$ cat config.mk
export PLATFORM = sky130hd
export DESIGN_NAME = aoi_truth_table_scanner_flat
export DESIGN_NICKNAME = d
export VERILOG_FILES = /design/src/rtl/aoi_truth_table_scanner_if.sv /design/src/rtl/aoi_truth_table_scanner.sv /design/src/flat_wrapper.sv
export SDC_FILE = /design/constraint.sdc
export NUM_CORES = 1
export LEC_CHECK = 0
export BUFFER_PORTS_ARGS = -buffer_cell sky130_fd_sc_hd__buf_2
export CAP_MARGIN = 20
export CORE_MARGIN = 10
export CORE_UTILIZATION = 30
export CTS_CLUSTER_SIZE = 12
export DETAILED_ROUTE_END_ITERATION = 6
export SYNTH_ARGS = -nofsm -noshare
export SYNTH_HDL_FRONTEND = slang
export SYNTH_SLANG_ARGS = --single-unit
$ cat constraint.sdc
create_clock -name clk -period 2.8 [get_ports clk]
set_input_delay 0.56 -clock clk [delete_from_list [all_inputs] [get_ports clk]]
set_output_delay 0.56 -clock clk [all_outputs]
set_load 0.03 [all_outputs]
$ cat src/rtl/aoi_truth_table_scanner_if.sv
// Purpose: bundles the scan request, gate stimulus/response and result signals
//          of the AOI truth-table scanner.
// Signals:
//   start    scan request (environment -> scanner)
//   y        AOI gate output (gate -> scanner)
//   a..d     gate inputs, {a,b,c,d} = vector index (scanner -> gate)
//   busy     scan in progress
//   done     one-cycle completion pulse
//   tt       captured truth table, bit i = y at vector i
//   err_cnt  vectors where y disagreed with the expected table
//   pass     last completed scan had no errors
interface aoi_truth_table_scanner_if;
  logic        start;
  logic        y;
  logic        a;
  logic        b;
  logic        c;
  logic        d;
  logic        busy;
  logic        done;
  logic [15:0] tt;
  logic [4:0]  err_cnt;
  logic        pass;

  // scanner side
  modport master (
    input  start, y,
    output a, b, c, d, busy, done, tt, err_cnt, pass
  );

  // environment / gate side
  modport slave (
    output start, y,
    input  a, b, c, d, busy, done, tt, err_cnt, pass
  );
endinterface

$ cat src/rtl/aoi_truth_table_scanner.sv
// Purpose: on start, walks all 16 {a,b,c,d} vectors into an AOI gate, samples y
//          after SETTLE extra cycles per vector, builds the truth table and counts
//          disagreements with EXPECT.
// Ports:
//   clk    clock, rising edge
//   clr_n  asynchronous active-low reset
//   bus    aoi_truth_table_scanner_if.master (start, y in; a..d, busy, done,
//          tt, err_cnt, pass out, all registered)
module aoi_truth_table_scanner #(
  parameter int unsigned SETTLE = 2,
  parameter logic [15:0] EXPECT = 16'h0777
) (
  input logic                        clk,
  input logic                        clr_n,
  aoi_truth_table_scanner_if.master  bus
);

  localparam int unsigned IDX_W = 4;
  localparam int unsigned CNT_W = 4;
  localparam int unsigned ERR_W = 5;
  localparam int unsigned TT_W  = 16;

  typedef enum logic {IDLE, SCAN} state_t;

  state_t             state, state_nxt;
  logic [IDX_W-1:0]   idx, idx_nxt;
  logic [CNT_W-1:0]   cnt, cnt_nxt;
  logic [IDX_W-1:0]   vec, vec_nxt;
  logic               busy, busy_nxt;
  logic               done, done_nxt;
  logic [TT_W-1:0]    tt, tt_nxt;
  logic [ERR_W-1:0]   err_cnt, err_cnt_nxt;
  logic               pass, pass_nxt;

  // Error total including the vector being sampled this cycle.
  logic [ERR_W-1:0]   err_sum;
  logic               last_vec;

  assign err_sum  = err_cnt + ERR_W'(bus.y ^ EXPECT[idx]);
  assign last_vec = (idx == IDX_W'(15));

  // State and datapath registers.
  always_ff @(posedge clk or negedge clr_n) begin
    if (!clr_n) begin
      state   <= IDLE;
      idx     <= '0;
      cnt     <= '0;
      vec     <= '0;
      busy    <= 1'b0;
      done    <= 1'b0;
      tt      <= '0;
      err_cnt <= '0;
      pass    <= 1'b0;
    end else begin
      state   <= state_nxt;
      idx     <= idx_nxt;
      cnt     <= cnt_nxt;
      vec     <= vec_nxt;
      busy    <= busy_nxt;
      done    <= done_nxt;
      tt      <= tt_nxt;
      err_cnt <= err_cnt_nxt;
      pass    <= pass_nxt;
    end
  end

  // Next-state logic.
  always_comb begin
    state_nxt = state;
    case (state)
      IDLE:    if (bus.start) state_nxt = SCAN;
      SCAN:    if (cnt == '0 && last_vec) state_nxt = IDLE;
      default: state_nxt = IDLE;
    endcase
  end

  // Next values of the registered outputs and counters.
  always_comb begin
    idx_nxt     = idx;
    cnt_nxt     = cnt;
    vec_nxt     = vec;
    busy_nxt    = busy;
    done_nxt    = 1'b0;
    tt_nxt      = tt;
    err_cnt_nxt = err_cnt;
    pass_nxt    = pass;
    case (state)
      IDLE: begin
        if (bus.start) begin
          busy_nxt    = 1'b1;
          idx_nxt     = '0;
          vec_nxt     = '0;
          cnt_nxt     = CNT_W'(SETTLE);
          tt_nxt      = '0;
          err_cnt_nxt = '0;
          pass_nxt    = 1'b0;
        end
      end
      SCAN: begin
        if (cnt != '0) begin
          cnt_nxt = cnt - CNT_W'(1);
        end else begin
          tt_nxt[idx] = bus.y;
          err_cnt_nxt = err_sum;
          if (!last_vec) begin
            idx_nxt = idx + IDX_W'(1);
            vec_nxt = idx + IDX_W'(1);
            cnt_nxt = CNT_W'(SETTLE);
          end else begin
            busy_nxt = 1'b0;
            done_nxt = 1'b1;
            vec_nxt  = '0;
            pass_nxt = (err_sum == '0);
          end
        end
      end
      default: ;
    endcase
  end

  assign bus.a       = vec[3];
  assign bus.b       = vec[2];
  assign bus.c       = vec[1];
  assign bus.d       = vec[0];
  assign bus.busy    = busy;
  assign bus.done    = done;
  assign bus.tt      = tt;
  assign bus.err_cnt = err_cnt;
  assign bus.pass    = pass;

endmodule

$ cat src/flat_wrapper.sv
// flat-port wrapper written by rule: the top's interface ports become plain ports
module aoi_truth_table_scanner_flat 
#(
  parameter int unsigned SETTLE = 2,
  parameter logic [15:0] EXPECT = 16'h0777
)
  (clk, clr_n, bus_start, bus_y, bus_a, bus_b, bus_c, bus_d, bus_busy, bus_done, bus_tt, bus_err_cnt, bus_pass);
  aoi_truth_table_scanner_if bus_i ();
  input logic clk;
  input logic clr_n;
  input wire logic [$bits(bus_i.start)-1:0] bus_start;
  input wire logic [$bits(bus_i.y)-1:0] bus_y;
  output wire logic [$bits(bus_i.a)-1:0] bus_a;
  output wire logic [$bits(bus_i.b)-1:0] bus_b;
  output wire logic [$bits(bus_i.c)-1:0] bus_c;
  output wire logic [$bits(bus_i.d)-1:0] bus_d;
  output wire logic [$bits(bus_i.busy)-1:0] bus_busy;
  output wire logic [$bits(bus_i.done)-1:0] bus_done;
  output wire logic [$bits(bus_i.tt)-1:0] bus_tt;
  output wire logic [$bits(bus_i.err_cnt)-1:0] bus_err_cnt;
  output wire logic [$bits(bus_i.pass)-1:0] bus_pass;
  assign bus_i.start = bus_start;
  assign bus_i.y = bus_y;
  assign bus_a = bus_i.a;
  assign bus_b = bus_i.b;
  assign bus_c = bus_i.c;
  assign bus_d = bus_i.d;
  assign bus_busy = bus_i.busy;
  assign bus_done = bus_i.done;
  assign bus_tt = bus_i.tt;
  assign bus_err_cnt = bus_i.err_cnt;
  assign bus_pass = bus_i.pass;
  aoi_truth_table_scanner #(.SETTLE(SETTLE), .EXPECT(EXPECT)) u_core (.clk(clk), .clr_n(clr_n), .bus(bus_i));
endmodule
Word level (Yosys, flattened, before mapping)
Memories as Yosys holds them, arrays and structs flattened. Cells that the tools add are included.

Register bits: 37. Latch bits: 0. Memory bits (writable): 0. Memory bits (read-only): 16. Input bits: 4. Word-level logic and storage cells: 67. Memories: 1.

Memory list: (no name shown) (depth 16, bits a word 1, read ports 1, clocked after memory_dff 0, write ports 0, line aoi_truth_table_scanner.sv:39) `assign err_sum = err_cnt + ERR_W'(bus.y ^ EXPECT[idx]);`.

$add $sub $neg: 3. $mul: 0. Div/mod/pow operators: 0. Magnitude comparators: 2. Equality and inequality tests: 6. Shifts and indexed selects: 0. Multiplexer cells: 35. Bitwise logic cells: 2. Reductions and logical operators: 9.

Operator list (number): $mux 16 (2); $mux 4 (8); $pmux 16 s2 (1); $pmux 4 s2 (3); $bwmux 16 (1); $mux 1 (13); $mux 5 (2); $pmux 5 s2 (1); $ne 2x2->1 const B (4); $pmux 1 s2 (3); $reduce_and 3->1 (2); $add 5x5->5 (1); $logic_not 5->1 (1); $lt 4x5->1 const B (1); $add 4x1->4 const B (1); $demux 1 s4 (1); $eq 4x4->1 const B (1); $ge 4x1->1 const B (1); $logic_not 4->1 (1); $reduce_and 2->1 (2); $reduce_bool 4->1 (1); $sub 4x1->4 const B (1); $ne 3x3->1 const B (1); $logic_and 1x1->1 (2); other kinds (2) (2).

Depth between registers and ports, before layout
Depth in word-level cells: 8. Gate-level depth with buffers: 8. Depth with buffers taken out: 8.

Worst setup path after synthesis
OpenSTA, ideal clock, no wires.

Path type: reg2reg. Start: reg u_core.idx[0]. End: reg u_core.pass (netlist: u_core.bus.pass). Setup time: 82 ps. Arrival time: 1733 ps. Data required time: 2718 ps. Setup slack: 986 ps. Cell stages (with the launch flop): 9. Buffers on the path: 0. Path through: dfrtp_1 > ha_1 > a21oi_1 > xnor2_1 > ha_1 > ha_1 > nor2_1 > o2111ai_1 > a31oi_1.

Cells in the longest elaborated chain, start to end: 8.

Ends and longest elaborated chain: start: declaration (line aoi_truth_table_scanner.sv:26) `logic [IDX_W-1:0] idx, idx_nxt;`; start signal: assignment (line aoi_truth_table_scanner.sv:56) `idx <= idx_nxt;`; $mem_v2 16x1; $mux 1 (implied by the code) (line aoi_truth_table_scanner.sv:39); $xor 1x1->1 (line aoi_truth_table_scanner.sv:39); $add 5x5->5 (line aoi_truth_table_scanner.sv:39); $logic_not 5->1 (line aoi_truth_table_scanner.sv:113) `pass_nxt = (err_sum == '0);`; $mux 1 (line aoi_truth_table_scanner.sv:105) `if (!last_vec) begin`; $mux 1 (line aoi_truth_table_scanner.sv:100) `if (cnt != '0) begin`; $pmux 1 s2 (line aoi_truth_table_scanner.sv:87) `case (state)`; end signal: assignment (line aoi_truth_table_scanner.sv:63) `pass <= pass_nxt;`; end: declaration (line aoi_truth_table_scanner.sv:33) `logic pass, pass_nxt;`.

Parallel ways exist; a longest one is shown, timed or not. The select of a mux whose other input is x is not followed. A chain may end at the register's enable or synchronous reset.

Worst setup path in the final report
Ends and elaborated chain as after synthesis.

==> results.toml <==
[status]
status = "completed"

[cts]
tritoncts = "done"
h-tree-depth = 2
cts.repair_timing.setup_buffer_count = 0
post_cts_resized = 0
clock_path_buffers = 2
clock_sinks = 37
cts.hold.buffers_added = 0
cts_root_buf = "sky130_fd_sc_hd__clkbuf_8"
clkLatencyLatePin_ns = 0.29
clkSlewWorstSetupHoldPaths_ns = 0.08
cts-buffers-inserted = 5

[layout]
commonest_cells_after_routing_fill_and_taps_aside = "37 x sky130_fd_sc_hd__dfrtp_1, 31 x sky130_fd_sc_hd__buf_2, 26 x sky130_fd_sc_hd__nand2_1"
finish.utilization_pct = 35.3
nets = 233
final_common_cell = "sky130_fd_sc_hd__dfrtp_1"
diodes = 0
drive_gt1_share_pct = 21.7
fillers = 657
growth_of_design_area_from_synthesis_to_finish_pct = 14.9

[worst_setup_path]
cp.required_ns = 3.02
worstSetupEndpointType = "register"
rr_startpoint = "u_core.idx[0]$_DFFE_PN0P_"
timing.reg2reg.setup_slack_ns = 0.81
startpoint_type = "register"
cp_data_arrival_time_ns = 2.21
path_class = "register to register"
worst_r2r_path_depth = 8
crit_end = "u_core.bus.pass$_DFFE_PN0P_"
cp_max_fo = 8
r2r-end = "u_core.bus.pass$_DFFE_PN0P_"
worst_setup_path_startpoint = "u_core.idx[0]$_DFFE_PN0P_"

[floorplan]
start_util_pct = 30.7
placementRows = 29
floorplan.die.width_um = 100
fp.dieH_um = 100
floorplan.core_area_um2 = 6310
die_area_um2 = 10100
io_pins = 32

[timing]
finalWorstPathRequiredPeriod_ns = 1.99
finalSetupViolations = 0
max_slew_margin_pct = 42.3
final.setup.tns_ns = 0
fin_worst_skew_ns = 0.00453
setup_ws_ns = 0.808
period_share_pct = 71.1
slew_violations = 0
max_clock_freq_ghz = 0.502
final_hold_vio_count = 0
worst_slew_pin_slew_ns = 0.866
setup_repair_after_global_routing_missed_its_margin = "no"

[grt]
first_global_vias = 1527
wire_length_of_the_first_global_routing_pass_um = 7710
antenna_found_initial = 0
grt_overflow_total = 0
largest_net_degree_at_the_start_of_global_routing = 38
grtUsageTotal_pct = 9.32

[placement]
port-buffer-count = 31
post-place-ws_ns = 0.809
post-dp-hpwl_um = 3160
place.gp.congestion = 0.733

[power]
p_sw_uw = 1190
power.internal_uw = 1340
pwr_density_cell_nw_per_um2 = 1140
switching_share_pct = 47.1
power_leakage_uw = 0.00114
design_power_total_uw = 2540
sequentialPowerShare_pct = 37.7
p_comb_share_pct = 47.6
peakVddDrop_uv = 589
p_clk_share_pct = 14.7

[synth]
synth_sequential_area_ratio_pct = 47.8
synth_enable_flop_cells = 0
yosys_most_used_dff = "sky130_fd_sc_hd__dfrtp_1"
syn_nets = 205
netlist_area_um2 = 1940
fraction_of_registers_with_async_set_reset_pct = 100
mean_cell_area_of_the_mapped_netlist_um2 = 10.1
seq_cells_post_synth = 37
synth.distinct_cells = 36
yosys_warning_count = 0
post_synth_inst_count = 192

[routing]
avgViaCountPerCell = 5.05
num_vias = 1506
drt_drc_violations_left = 0
detail_route.wl_per_cell_um = 15.1
detailedRoute.firstPassIterationCount = 4
drt.antenna.violating_nets = 0
postRouteWirelength_um = 4510
drt_iter0_markers = 123

[run]
cap_violations = 0

[worst_hold_path]
worstHoldPathType = "input port to asynchronous set/reset pin"
worst min-delay path by stage:
stage	endpoint	slack, ns	depth (start not counted)	from
2_1_floorplan	u_core.bus.busy$_DFFE_PN0P_	0.26	0	clr_n
6_report	u_core.cnt[2]$_DFFE_PN0P_	0.37	1	clr_n
5_1_grt	u_core.cnt[2]$_DFFE_PN0P_	0.44	1	clr_n
4_1_cts	u_core.cnt[3]$_DFFE_PN0P_	0.41	1	clr_n
3_5_place_dp	u_core.vec[0]$_DFFE_PN0P_	0.50	2	u_core.vec[0]$_DFFE_PN0P_
3_3_place_gp	u_core.bus.busy$_DFFE_PN0P_	0.49	2	u_core.bus.busy$_DFFE_PN0P_
metrics by stage:
| step | hold WS [ns] | cell area (um^2) | cells |
|---|---|---|---|
| 5_1_grt | 0.435 | 2230 | 298 |
| 3_3_place_gp | 0.486 | 2140 | 290 |
| 2_1_floorplan | 0.264 | 1940 | 192 |
| 3_5_place_dp | 0.499 | 2140 | 290 |
| 6_report | 0.371 | 2230 | 298 |
| 4_1_cts | 0.410 | 2230 | 298 |
critical path, stage by stage, from the launching register on:
cell                        delay [ns]
sky130_fd_sc_hd__dfrtp_1          0.48
sky130_fd_sc_hd__ha_1             0.23
sky130_fd_sc_hd__a21oi_1          0.15
sky130_fd_sc_hd__xnor2_1          0.14
sky130_fd_sc_hd__ha_1             0.23
sky130_fd_sc_hd__ha_1             0.26
sky130_fd_sc_hd__nor2_1           0.15
sky130_fd_sc_hd__o2111ai_1        0.12
sky130_fd_sc_hd__a31oi_1          0.17
sequential cells by signal, indices dropped and copies added, names as in the netlist, 4 cells and up:
| register | cells |
|---|---|
| u_core.bus.err_cnt | 5 |
| u_core.bus.tt | 16 |
| u_core.cnt | 4 |
| u_core.idx | 4 |
| u_core.vec | 4 |
metal layers:
layer | track usage, % | vias to the layer above | share of wire [%] | routed length [um]
met5 | 0 | - | 0 | 0
met4 | 2.93 | 0 | 1.3 | 59
met3 | 2.95 | 6 | 3.5 | 158
met2 | 13.7 | 27 | 45 | 2040
met1 | 12.6 | 738 | 50 | 2260
li1 | - | 735 | - | -
cells in the mapped netlist (2+ instances only):
cell	instances	area, um^2
sky130_fd_sc_hd__dfrtp_1	37	926
sky130_fd_sc_hd__a22o_1	3	26.3
sky130_fd_sc_hd__nand4_1	3	18.8
sky130_fd_sc_hd__nand2b_1	2	12.5
sky130_fd_sc_hd__o22ai_1	2	12.5
sky130_fd_sc_hd__nand2_1	26	97.6
sky130_fd_sc_hd__nor2_1	5	18.8
sky130_fd_sc_hd__o211ai_1	3	22.5
sky130_fd_sc_hd__xor2_1	4	35.0
sky130_fd_sc_hd__o21ai_0	11	55.1
sky130_fd_sc_hd__a21oi_1	4	20.0
sky130_fd_sc_hd__nor2b_1	2	12.5
sky130_fd_sc_hd__inv_1	8	30.0
sky130_fd_sc_hd__nand3_1	25	125
sky130_fd_sc_hd__nor3_1	2	10.0
sky130_fd_sc_hd__ha_1	9	113
sky130_fd_sc_hd__and4_1	2	17.5
sky130_fd_sc_hd__mux2_2	2	22.5
sky130_fd_sc_hd__a22oi_1	2	15.0
sky130_fd_sc_hd__mux2i_1	15	150
sky130_fd_sc_hd__buf_2	9	45.0
sky130_fd_sc_hd__clkbuf_1	2	7.51
area by class of cell:
cell class	instances	area, um^2	area share, %
flip-flops and latches	37	926	41.6
multi-input cells	134	910	40.9
repair buffers	34	178	7.98
well taps	77	96.3	4.33
clock buffers	5	68.8	3.09
inverters	8	30.0	1.35
clock inverters	3	17.5	0.787
power groups by stage:
stage | Clock (uW) | Combinational, uW | Sequential (uW)
global placement | 0 | 1220 | 956
CTS | 387 | 1230 | 954
floorplan | 0 | 632 | 1220
finish | 374 | 1210 | 955
detailed placement | 0 | 1230 | 963
global route | 413 | 1350 | 992
logic make-up after synthesis:
group,Yosys count,share of synthesized area (%)
AO/OA/AOI/OAI,30,10.6
buffers and inverters,21,5.23
multiplexers,17,8.91
AND/OR/NAND/NOR,73,19.4
XOR/XNOR,5,2.26
flip-flops,37,47.8
adder cells (fa/ha/maj),9,5.81
Power figures use the tool's default switching activity.
